===== src/rtl/rom_download_ctrl_if.sv =====
// ---------------------------------------------------------------------------
// rom_download_ctrl_if : data_io byte stream and SDRAM toggle-handshake port
// Rev 1.0
// ---------------------------------------------------------------------------
`default_nettype none

interface rom_download_ctrl_if;
  logic        ioctl_download;
  logic [7:0]  ioctl_index;
  logic        ioctl_wr;
  logic [24:0] ioctl_addr;
  logic [7:0]  ioctl_dout;

  logic        sd_req;
  logic        sd_ack;
  logic [22:0] sd_addr;
  logic [15:0] sd_d;
  logic [1:0]  sd_ds;
  logic        sd_we;

  modport slave (
    input  ioctl_download, ioctl_index, ioctl_wr, ioctl_addr, ioctl_dout,
    input  sd_ack,
    output sd_req, sd_addr, sd_d, sd_ds, sd_we
  );

  modport master (
    output ioctl_download, ioctl_index, ioctl_wr, ioctl_addr, ioctl_dout,
    output sd_ack,
    input  sd_req, sd_addr, sd_d, sd_ds, sd_we
  );
endinterface

`default_nettype wire


===== src/rtl/rom_download_ctrl.sv =====
// ---------------------------------------------------------------------------
// rom_download_ctrl : pairs data_io download bytes into 16-bit SDRAM writes
// through a small FIFO and raises rom_loaded once everything is written.
// Rev 1.0
// ---------------------------------------------------------------------------
`default_nettype none

module rom_download_ctrl #(
  parameter logic [7:0] ROM_INDEX  = 8'd0,
  parameter int         FIFO_DEPTH = 4
) (
  input  wire logic           clk_sys,
  input  wire logic           reset_n,
  rom_download_ctrl_if.slave  bus,
  output logic                rom_init,
  output logic                busy,
  output logic                rom_loaded,
  output logic                overflow
);

  localparam int AW = $clog2(FIFO_DEPTH);
  localparam int EW = 41;   // {addr[22:0], data[15:0], ds[1:0]}

  typedef enum logic [0:0] {
    S_IDLE = 1'b0,
    S_WAIT = 1'b1
  } state_t;

  state_t       r_state;
  logic         r_wr_d;
  logic         r_rom_init_d;
  logic         r_pend_vld;
  logic [22:0]  r_pend_addr;
  logic [7:0]   r_pend_data;
  logic         r_def_vld;
  logic [22:0]  r_def_addr;
  logic [7:0]   r_def_data;
  logic [AW:0]  r_wr_ptr;
  logic [AW:0]  r_rd_ptr;
  logic [EW-1:0] r_fifo [FIFO_DEPTH];
  logic         r_sd_req;
  logic [22:0]  r_sd_addr;
  logic [15:0]  r_sd_d;
  logic [1:0]   r_sd_ds;
  logic         r_loaded;
  logic         r_dl_done;
  logic         r_ovf;

  logic         w_accept;
  logic         w_rise;
  logic         w_fall;
  logic [22:0]  w_word;
  logic         w_odd;
  logic         w_full;
  logic         w_empty;
  logic         w_pop;
  logic         w_push;
  logic         w_wr_en;
  logic [EW-1:0] w_push_ent;
  logic [EW-1:0] w_head;
  logic         w_pend_vld_n;
  logic [22:0]  w_pend_addr_n;
  logic [7:0]   w_pend_data_n;
  logic         w_def_vld_n;
  logic [22:0]  w_def_addr_n;
  logic [7:0]   w_def_data_n;
  logic         w_unused;

  assign rom_init = bus.ioctl_download && (bus.ioctl_index == ROM_INDEX);
  assign w_accept = rom_init && bus.ioctl_wr && !r_wr_d;
  assign w_rise   = rom_init && !r_rom_init_d;
  assign w_fall   = !rom_init && r_rom_init_d;
  assign w_word   = bus.ioctl_addr[23:1];
  assign w_odd    = bus.ioctl_addr[0];
  assign w_unused = bus.ioctl_addr[24];

  assign w_empty = (r_wr_ptr == r_rd_ptr);
  assign w_full  = (r_wr_ptr[AW] != r_rd_ptr[AW]) &&
                   (r_wr_ptr[AW-1:0] == r_rd_ptr[AW-1:0]);
  assign w_head  = r_fifo[r_rd_ptr[AW-1:0]];
  assign w_pop   = (r_state == S_WAIT) && (bus.sd_ack == r_sd_req);
  assign w_wr_en = w_push && !w_full;

  assign busy       = r_pend_vld || r_def_vld || !w_empty || (r_state == S_WAIT);
  assign rom_loaded = r_loaded;
  assign overflow   = r_ovf;

  assign bus.sd_req  = r_sd_req;
  assign bus.sd_addr = r_sd_addr;
  assign bus.sd_d    = r_sd_d;
  assign bus.sd_ds   = r_sd_ds;
  assign bus.sd_we   = rom_init || busy;

  // Byte pairing: decides the single push of this cycle and the next
  // pending/deferred contents. Byte spacing keeps deferred and accept apart.
  always_comb begin
    w_push        = 1'b0;
    w_push_ent    = '0;
    w_pend_vld_n  = r_pend_vld;
    w_pend_addr_n = r_pend_addr;
    w_pend_data_n = r_pend_data;
    w_def_vld_n   = 1'b0;
    w_def_addr_n  = r_def_addr;
    w_def_data_n  = r_def_data;

    if (r_def_vld) begin
      w_push     = 1'b1;
      w_push_ent = {r_def_addr, r_def_data, 8'h00, 2'b10};
    end

    if (w_accept) begin
      if (r_pend_vld && (r_pend_addr != w_word)) begin
        w_push     = 1'b1;
        w_push_ent = {r_pend_addr, 8'h00, r_pend_data, 2'b01};
        if (w_odd) begin
          w_pend_vld_n = 1'b0;
          w_def_vld_n  = 1'b1;
          w_def_addr_n = w_word;
          w_def_data_n = bus.ioctl_dout;
        end else begin
          w_pend_vld_n  = 1'b1;
          w_pend_addr_n = w_word;
          w_pend_data_n = bus.ioctl_dout;
        end
      end else if (!w_odd) begin
        w_pend_vld_n  = 1'b1;
        w_pend_addr_n = w_word;
        w_pend_data_n = bus.ioctl_dout;
      end else begin
        w_push       = 1'b1;
        w_pend_vld_n = 1'b0;
        if (r_pend_vld)
          w_push_ent = {w_word, bus.ioctl_dout, r_pend_data, 2'b11};
        else
          w_push_ent = {w_word, bus.ioctl_dout, 8'h00, 2'b10};
      end
    end else if (w_fall && r_pend_vld) begin
      w_push       = 1'b1;
      w_push_ent   = {r_pend_addr, 8'h00, r_pend_data, 2'b01};
      w_pend_vld_n = 1'b0;
    end
  end

  always_ff @(posedge clk_sys or negedge reset_n) begin
    if (!reset_n) begin
      r_wr_d       <= 1'b0;
      r_rom_init_d <= 1'b0;
      r_pend_vld   <= 1'b0;
      r_pend_addr  <= '0;
      r_pend_data  <= '0;
      r_def_vld    <= 1'b0;
      r_def_addr   <= '0;
      r_def_data   <= '0;
    end else begin
      r_wr_d       <= bus.ioctl_wr;
      r_rom_init_d <= rom_init;
      r_pend_vld   <= w_pend_vld_n;
      r_pend_addr  <= w_pend_addr_n;
      r_pend_data  <= w_pend_data_n;
      r_def_vld    <= w_def_vld_n;
      r_def_addr   <= w_def_addr_n;
      r_def_data   <= w_def_data_n;
    end
  end

  always_ff @(posedge clk_sys) begin
    if (w_wr_en)
      r_fifo[r_wr_ptr[AW-1:0]] <= w_push_ent;
  end

  always_ff @(posedge clk_sys or negedge reset_n) begin
    if (!reset_n) begin
      r_wr_ptr <= '0;
      r_rd_ptr <= '0;
      r_ovf    <= 1'b0;
    end else begin
      r_wr_ptr <= r_wr_ptr + {{AW{1'b0}}, w_wr_en};
      r_rd_ptr <= r_rd_ptr + {{AW{1'b0}}, w_pop};
      // A drop in the same cycle as a new download start still counts.
      if (w_push && w_full)
        r_ovf <= 1'b1;
      else if (w_rise)
        r_ovf <= 1'b0;
    end
  end

  always_ff @(posedge clk_sys or negedge reset_n) begin
    if (!reset_n) begin
      r_state   <= S_IDLE;
      r_sd_req  <= 1'b0;
      r_sd_addr <= '0;
      r_sd_d    <= '0;
      r_sd_ds   <= '0;
    end else begin
      case (r_state)
        S_IDLE: begin
          if (!w_empty) begin
            r_sd_addr <= w_head[40:18];
            r_sd_d    <= w_head[17:2];
            r_sd_ds   <= w_head[1:0];
            r_sd_req  <= !r_sd_req;
            r_state   <= S_WAIT;
          end
        end
        S_WAIT: begin
          if (bus.sd_ack == r_sd_req)
            r_state <= S_IDLE;
        end
        default: r_state <= S_IDLE;
      endcase
    end
  end

  always_ff @(posedge clk_sys or negedge reset_n) begin
    if (!reset_n) begin
      r_loaded  <= 1'b0;
      r_dl_done <= 1'b0;
    end else if (w_rise) begin
      r_loaded  <= 1'b0;
      r_dl_done <= 1'b0;
    end else begin
      if (w_fall)
        r_dl_done <= 1'b1;
      if ((r_dl_done || w_fall) && !rom_init && !busy && !r_ovf)
        r_loaded <= 1'b1;
    end
  end

endmodule

`default_nettype wire


===== src/flat_wrapper.sv =====
// flat-port wrapper written by rule: the top's interface ports become plain ports
module rom_download_ctrl_flat 
#(
  parameter logic [7:0] ROM_INDEX  = 8'd0,
  parameter int         FIFO_DEPTH = 4
)
  (clk_sys, reset_n, rom_init, busy, rom_loaded, overflow, bus_ioctl_download, bus_ioctl_index, bus_ioctl_wr, bus_ioctl_addr, bus_ioctl_dout, bus_sd_ack, bus_sd_req, bus_sd_addr, bus_sd_d, bus_sd_ds, bus_sd_we);
  rom_download_ctrl_if bus_i ();
  input  wire logic clk_sys;
  input  wire logic reset_n;
  output logic rom_init;
  output logic busy;
  output logic rom_loaded;
  output logic overflow;
  input wire logic [$bits(bus_i.ioctl_download)-1:0] bus_ioctl_download;
  input wire logic [$bits(bus_i.ioctl_index)-1:0] bus_ioctl_index;
  input wire logic [$bits(bus_i.ioctl_wr)-1:0] bus_ioctl_wr;
  input wire logic [$bits(bus_i.ioctl_addr)-1:0] bus_ioctl_addr;
  input wire logic [$bits(bus_i.ioctl_dout)-1:0] bus_ioctl_dout;
  input wire logic [$bits(bus_i.sd_ack)-1:0] bus_sd_ack;
  output wire logic [$bits(bus_i.sd_req)-1:0] bus_sd_req;
  output wire logic [$bits(bus_i.sd_addr)-1:0] bus_sd_addr;
  output wire logic [$bits(bus_i.sd_d)-1:0] bus_sd_d;
  output wire logic [$bits(bus_i.sd_ds)-1:0] bus_sd_ds;
  output wire logic [$bits(bus_i.sd_we)-1:0] bus_sd_we;
  assign bus_i.ioctl_download = bus_ioctl_download;
  assign bus_i.ioctl_index = bus_ioctl_index;
  assign bus_i.ioctl_wr = bus_ioctl_wr;
  assign bus_i.ioctl_addr = bus_ioctl_addr;
  assign bus_i.ioctl_dout = bus_ioctl_dout;
  assign bus_i.sd_ack = bus_sd_ack;
  assign bus_sd_req = bus_i.sd_req;
  assign bus_sd_addr = bus_i.sd_addr;
  assign bus_sd_d = bus_i.sd_d;
  assign bus_sd_ds = bus_i.sd_ds;
  assign bus_sd_we = bus_i.sd_we;
  rom_download_ctrl #(.ROM_INDEX(ROM_INDEX), .FIFO_DEPTH(FIFO_DEPTH)) u_core (.clk_sys(clk_sys), .reset_n(reset_n), .bus(bus_i), .rom_init(rom_init), .busy(busy), .rom_loaded(rom_loaded), .overflow(overflow));
endmodule

===== config.mk =====
export PLATFORM = sky130hd
export DESIGN_NAME = rom_download_ctrl_flat
export DESIGN_NICKNAME = d
export VERILOG_FILES = /design/src/rtl/rom_download_ctrl_if.sv /design/src/rtl/rom_download_ctrl.sv /design/src/flat_wrapper.sv
export SDC_FILE = /design/constraint.sdc
export NUM_CORES = 1
export LEC_CHECK = 0
export ABC_AREA = 1
export CORE_UTILIZATION = 41
export CTS_CLUSTER_SIZE = 12
export DETAILED_ROUTE_END_ITERATION = 8
export PLACE_DENSITY_LB_ADDON = 0.3
export SYNTH_ARGS = -nofsm -noshare
export SYNTH_HDL_FRONTEND = slang
export SYNTH_SLANG_ARGS = --single-unit
export TNS_END_PERCENT = 10

===== constraint.sdc =====
create_clock -name clk_sys -period 3.1 [get_ports clk_sys]
set_input_delay 0.465 -clock clk_sys [delete_from_list [all_inputs] [get_ports clk_sys]]
set_output_delay 0.465 -clock clk_sys [all_outputs]
set_load 0.02 [all_outputs]

==> summary.txt, run 1 <==
Outcome
  • Outcome: complete, no violations

Routing
  • DRT iter0 DRCs: 678
  • Vias: 9018
  • Total Routed Length: 27.9 mm
  • First-pass detailed-route iteration total: 7
  • DRC Markers: 0
  • Drt wl/cell: 15.9 um
  • Via-to-Cell Ratio: 5.12
  • Post-DRT Antenna Nets: 0

Setup path
  • Worst EP required: 2630 ps
  • CP max FO: 5
  • Worst reg2reg setup slack: approximately 780 ps
  • CP Capture Type: output port
  • Crit path to: bus_sd_we
  • Slowest stage cell, crit path: clkdlybuf4s50_1
  • Startpoint Class: flip-flop
  • Critical path, cell by cell: xnor2_1 > and2_4 > nand2_2 > nor3_1 > nand2_1 > clkdlybuf4s50_1
  • FF-to-FF End: u_core.r_fifo[1][33]
  • Crit path from: u_core.r_wr_ptr[0]
  • Worst Path Arrival: 2280 ps
  • WS Path Type: flip-flop to output port
  • Critical Path Max Stage Delay: roughly 550 ps
  • Reg2reg start: u_core.r_pend_addr[14]
  • R2r worst-path depth: 13

STA
  • Crit path time final: 2750 ps
  • RSZ-0062 raised after global routing: no
  • Final Hold Fails: 0
  • Period utilization: 0.886
  • Hold WS: 393 ps
  • Final Setup Violations: 0
  • Peak Freq: around 360 MHz
  • Least-Margin Pin Slew: between 800 and 900 ps
  • Fin. max-slew vios: 0
  • Final Skew: 12.6 ps
  • Worst slew margin: 0.416

Power and ir drop
  • Cell area power density: approximately 730 nW/um^2
  • Leakage: 6.33 nW
  • Total power: 10.9 mW
  • Peak VDD IR: 0.572 mV

Final layout
  • Layout cells sized above 1: 0.0911
  • Sequential cell area: 7880 um^2
  • # diodes: 0
  • Synth-to-Final Area Change: 17.5%
  • Fill count: 2652
  • Multi-input gate area: between 4000 and 5000 um^2
  • Nets: 1403
  • Util after Layout: 0.496
  • Layout Cells excl Fill: 1762

Floorplan
  • Core ar.: 30000 um^2
  • I/O pins: 93
  • Starting Density: 0.422
  • Die Ht: approximately 180 um
  • Die Wd: 178 um
  • Cell Rows: 63
  • Die ar.: 31600 um^2

Clocking
  • Clock buffer depth: 3
  • CTS-repair resized insts: 0
  • H-tree depth: 1
  • CTS tree: done
  • # clock sinks: 282
  • Num CTS Buffers: 29
  • Worst-path clk slew: 50 ps
  • Clock Latency Late Sink: around 530 ps
  • Post-CTS setup buffers: 0
  • Clk root buf: clkbuf_16

Flow run
  • Max-cap violations: 0

Global route
  • Global-route wire length before repair: 44.5 mm
  • Vias in the first global route: between 8000 and 9000
  • Initial antenna violation count: 1
  • GRT Total Usage: 0.180
  • Gr ovfl total: 0
  • Largest net degree at the start of global routing: 85

Logic synthesis
  • Yosys cell types: 36
  • Post-synth top flop: edfxtp_1
  • Cell Area, Synth: 12700 um^2
  • Post-synth EDFFs: 164
  • Synth top area share: 0.389
  • Synth area leader: edfxtp_1
  • Synth top area cells: edfxtp_1 (39%), dfrtp_1 (23%), nand2_1 (9.6%)
  • Synth Instances: roughly 1300
  • Yosys warns: 0
  • Yosys reg bits: around 280
  • Post-Syn Nets: 1321
  • Fraction of registers with async set/reset: 0.418
  • Syn avg cell area: 9.98 um^2
  • Register area share after synthesis: 0.622

Placement
  • Placed cell count: 1709
  • IO Port Bufs: 91
  • Gp weighted congestion: ~0.76
  • HPWL Detailed: about 17 mm

Min path
  • Worst Hold Class: input port to async pin
-- power breakdown --
group	total, mW	switching, mW	internal (mW)
Clock	3.22	1.34	1.88
Combinational	3.19	1.78	1.41
Sequential	4.46	0.170	4.29
-- kinds of logic (layout without fill, tap and decap cells) --
family | count (synthesis) | count (layout) | share of synthesized area
AO/OA/AOI/OAI | 150 | 150 | 0.0734
XOR/XNOR | 9 | 9 | 0.00622
adder cells (fa/ha/maj) | 6 | 6 | 0.00593
buffers and inverters | 142 | 245 | 0.0507
flip-flops | 282 | 282 | 0.622
multiplexers | 41 | 41 | 0.0365
AND/OR/NAND/NOR | 639 | 639 | 0.205
-- final cells by class --
class	instances	share of cell area
inverter	72	0.0182
multi-input combinational	845	0.280
clock inverter	6	0.00361
sequential	282	0.529
timing repair buffer	121	0.0805
tap	390	0.0328
clock buffer	46	0.0551
-- synth_stat cells (2+ instances only) --
cell	instances
a21boi_0	8
buf_2	14
buf_4	8
buf_6	8
clkbuf_1	38
dfrtp_1	118
edfxtp_1	164
ha_1	6
inv_1	61
inv_2	10
mux2_1	11
mux2_2	30
nand2_1	323
nand2_2	2
nand2_4	4
nand3_1	84
nor2_1	216
nor2_2	3
o21ai_0	97
o32ai_1	41
xnor2_1	5
xor2_1	4
-- how the worst min path moves through the flow --
stage	depth (start not counted)	to	slack [ps]
after floorplan	0	u_core.bus.sd_addr[0]	170
after detailed placement	1	u_core.r_rom_init_d	410
after global routing	2	u_core.r_rom_init_d	420
final	2	u_core.r_rom_init_d	390
after global placement	1	u_core.r_rom_init_d	410
after CTS	2	u_core.r_rom_init_d	390
-- registers in the layout, indices dropped and copies added, names as in the netlist --
register             count
u_core.bus.sd_addr      23
u_core.bus.sd_d         16
u_core.bus.sd_ds         2
u_core.bus.sd_req        1
u_core.overflow          1
u_core.r_def_addr       23
u_core.r_def_data        8
u_core.r_def_vld         1
u_core.r_dl_done         1
u_core.r_fifo          164
u_core.r_pend_addr      23
u_core.r_pend_data       8
u_core.r_pend_vld        1
u_core.r_rd_ptr          3
u_core.r_rom_init_d      1
u_core.r_state           1
u_core.r_wr_d            1
u_core.r_wr_ptr          3
u_core.rom_loaded        1
-- stage by stage --
stage / worst slack, ps / cell area (um^2) / setup TNS [ps]
2_1_floorplan: -431 / 12700 / -70740
3_3_place_gp: 212 / 14000 / 0
3_5_place_dp: 206 / 14000 / 0
4_1_cts: 313 / 14900 / 0
5_1_grt: 188 / 14900 / 0
6_report: 352 / 14900 / 0
-- layout by cell type, fill, tap and decap left out, drive strengths merged, types with 2 or more instances in the layout --
master / count
mux2: 41
dfrtp: 118
buf: 30
o32ai: 41
clkdlybuf4s50: 90
nor2: 221
inv: 71
nand3: 85
a21boi: 8
edfxtp: 164
clkinv: 6
xnor2: 5
clkbuf: 46
nor3: 2
xor2: 4
o21ai: 99
nand2: 329
ha: 6
-- metal layers --
metal | vias up | global-route usage | wire [um]
met5 | - | 0 | 11
met4 | 2 | 0.0491 | 448
met3 | 35 | 0.0240 | 1720
met2 | 248 | 0.280 | 12700
met1 | 4324 | 0.263 | 13100
li1 | 4409 | - | -
-- worst max-delay path, delay by kind of cell (launching register included) --
family	cells	cell delay, ps
AND/OR/NAND/NOR	4	620
buffers and inverters	1	550
flip-flops	1	430
XOR/XNOR	1	160
-- timing repair --
action / 4_1_cts / 5_1_grt
endpoints found under the setup margin: 0 / 0
hold buffers: 1 / 0
endpoints found under the hold margin: 24 / 0
No activity file was read; power rests on OpenSTA's default activity.
==> run 2: changes to the inputs <==
--- a/config.mk
+++ b/config.mk
@@ -9,6 +9,7 @@
 export CORE_UTILIZATION = 41
 export CTS_CLUSTER_SIZE = 12
 export DETAILED_ROUTE_END_ITERATION = 8
+export GPL_TIMING_DRIVEN = 0
 export PLACE_DENSITY_LB_ADDON = 0.3
 export SYNTH_ARGS = -nofsm -noshare
 export SYNTH_HDL_FRONTEND = slang
==> run 2 against run 1 <==
  * Routed wire length up 12%
  * Register-to-register slack worse by 510 ps
  * Sequential cell count unchanged
  * Non-clock buffer count up 46
  * Design area up 1.8%
  * Combinational power up 8.8%
  * Critical path depth up 1
  * Total power up 3.7%
  * Critical path type unchanged
  * Critical endpoint unchanged
==> summary.txt, run 2 (same netlist as run 1, synthesis figures left out) <==
Outcome
  • Outcome: complete, no violations (unchanged)

Final layout
  • Most frequent cells in the layout: nand2_1 (323), nor2_1 (212), edfxtp_1 (164), dfrtp_1 (118), o21ai_0 (97) (was nand2_1 (323), nor2_1 (212), edfxtp_1 (164), dfrtp_1 (116), o21ai_0 (97))
  • Util after Layout: 0.505 (was 0.496)
  • Synth-to-Final Area Change: 19.7% (was 17.5%)
  • Commonest non-fill, non-tap cell in the layout: nand2_1 (unchanged)
  • # diodes: 0 (unchanged)
  • Layout Cells excl Fill: 1811 (was 1762)
  • Nets: 1450 (was 1403)
  • Max FFs per register: 164 (unchanged)
  • Layout cells sized above 1: 0.0936 (was 0.0911)

Clocking
  • Clock Latency Late Sink: 570 ps (was 530 ps)
  • CTS tree: done (unchanged)
  • Clock buffer depth: 3 (unchanged)
  • H-tree depth: 1 (unchanged)
  • # clock sinks: 282 (unchanged)
  • Worst-path clk slew: 60 ps (was 50 ps)
  • Num CTS Buffers: 30 (was 29)
  • Clk root buf: clkbuf_16 (unchanged)

Global route
  • Initial antenna violation count: 0 (was 1)
  • Vias in the first global route: 9128 (was 8279)
  • Gr ovfl total: 0 (unchanged)
  • Global-route wire length before repair: 49.3 mm (was 44.5 mm)
  • Largest net degree at the start of global routing: 69 (was 85)
  • GRT Total Usage: 0.202 (was 0.180)

Setup path
  • Worst Path Arrival: 2470 ps (was 2280 ps)
  • Reg2reg start: u_core.r_pend_addr[14] (unchanged)
  • WS Path Type: flip-flop to output port (unchanged)
  • Crit path from: u_core.r_rd_ptr[0] (was u_core.r_wr_ptr[0])
  • Crit path to: bus_sd_we (unchanged)
  • FF-to-FF End: u_core.r_fifo[3][20] (was u_core.r_fifo[1][33])
  • R2r worst-path depth: 12 (was 13)
  • CP Capture Type: output port (unchanged)
  • Worst EP required: 2630 ps (about the same)
  • Worst reg2reg setup slack: 270 ps (was 780 ps)
  • Startpoint Class: flip-flop (unchanged)
  • CP max FO: 10 (was 5)

Floorplan
  • Starting Density: 0.422 (unchanged)
  • Die ar.: 31600 um^2 (unchanged)
  • Die Ht: 178 um (unchanged)
  • Cell Rows: 63 (unchanged)
  • Die Wd: 178 um (unchanged)
  • I/O pins: 93 (unchanged)
  • Core ar.: 30000 um^2 (unchanged)

Routing
  • DRT iter0 DRCs: 683 (was 678)
  • First-pass detailed-route iteration total: 5 (was 7)
  • Post-DRT Antenna Nets: 0 (unchanged)
  • Vias: 9367 (was 9018)
  • Drt wl/cell: 17.3 um (was 15.9 um)
  • DRC Markers: 0 (unchanged)
  • Total Routed Length: 31.3 mm (was 27.9 mm)
  • Via-to-Cell Ratio: 5.17 (was 5.12)

Placement
  • Placed cell count: 1755 (was 1709)
  • IO Port Bufs: 91 (unchanged)
  • HPWL Detailed: 21.3 mm (was 17.3 mm)
  • Gp weighted congestion: 0.820 (was 0.765)

Power and ir drop
  • Sw Pwr: 3.58 mW (was 3.29 mW)
  • Flop pwr share: 0.398 (was 0.410)
  • Peak VDD IR: 0.351 mV (was 0.572 mV)
  • Gate power share: 0.308 (was 0.294)
  • Total power: 11.3 mW (was 10.9 mW)
  • Switching share of power: 0.317 (was 0.303)
  • Cell area power density: 744 nW/um^2 (was 731 nW/um^2)
  • Clk pwr share: 0.295 (was 0.296)
  • Leakage: 6.45 nW (was 6.33 nW)
  • Power Internal: 7.70 mW (was 7.58 mW)

STA
  • RSZ-0062 raised after global routing: no (unchanged)
  • Final Skew: 17.3 ps (was 12.6 ps)
  • Period utilization: 0.947 (was 0.886)
  • Final Hold Fails: 0 (unchanged)
  • Crit path time final: 2940 ps (was 2750 ps)
  • Setup TNS: 0 ps (unchanged)
  • Least-Margin Pin Slew: 936 ps (was 876 ps)
  • Worst slew margin: 0.375 (was 0.416)
  • Fin. max-slew vios: 0 (unchanged)
  • Peak Freq: 341 MHz (was 364 MHz)
  • Final Setup Violations: 0 (unchanged)

Flow run
  • Max-cap violations: 0 (unchanged)

Min path
  • Worst Hold Class: input port to flip-flop (was input port to async pin)
## run 2: stage by stage
step,cell area [um^2],hold WS [ps],worst slack [ps]
after floorplan,12700,169,-431
after global placement,14100,450,-3480
after detailed placement,14200,457,-537
after CTS,15100,366,25.4
after global routing,15200,391,43.6
final,15200,375,164
## run 2: metal layers
metal | part of all wire | GRT usage | up-vias
li1 | - | - | 4521
met1 | 0.45 | 0.281 | 4545
met2 | 0.48 | 0.336 | 259
met3 | 0.050 | 0.0231 | 42
met4 | 0.020 | 0.0520 | 0
met5 | 0 | 0 | -
## run 2: worst max-delay path: stages, from the launching register on
cell,delay (ps)
dfrtp_1,450
buf_4,230
xnor2_1,180
and2_4,170
nand2_2,90
nor3_4,180
nand2_1,70
clkdlybuf4s50_1,530
## run 2: worst min path at each step
stage	slack (ps)	startpoint	cells after the start	endpoint
3_3_place_gp	450	u_core.r_pend_data[2]	2	u_core.r_pend_data[2]
2_1_floorplan	170	reset_n	0	u_core.bus.sd_addr[0]
6_report	370	bus_ioctl_wr	1	u_core.r_wr_d
5_1_grt	390	bus_ioctl_wr	1	u_core.r_wr_d
4_1_cts	370	bus_ioctl_wr	1	u_core.r_wr_d
3_5_place_dp	460	reset_n	1	u_core.r_wr_d
## run 2: layout make-up
type | instances | area (um^2)
inverter | 72 | 270
buffer | 70 | 372
multi-input combinational | 845 | 4190
tap | 390 | 488
timing repair buffer | 97 | 1040
sequential | 282 | 7880
clock buffer | 47 | 825
clock inverter | 8 | 85.1
fill | 2663 | 14900
## run 2: power by group through the flow
| stage | logic, mW | registers (mW) | clock network (mW) |
|---|---|---|---|
| floorplan | 1.78 | 4.87 | 0 |
| global placement | 3.43 | 4.56 | 0 |
| detailed placement | 3.52 | 4.57 | 0 |
| CTS | 3.52 | 4.49 | 3.38 |
| global route | 3.78 | 4.53 | 3.51 |
| finish | 3.47 | 4.48 | 3.32 |
## run 2: timing repair
action / CTS / global route
hold buffers: 1 / 0
hold endpoints to repair: 50 / 0
setup buffers: 0 / 0
endpoints found under the setup margin: 2 / 39
gates resized for setup: 1 / 2
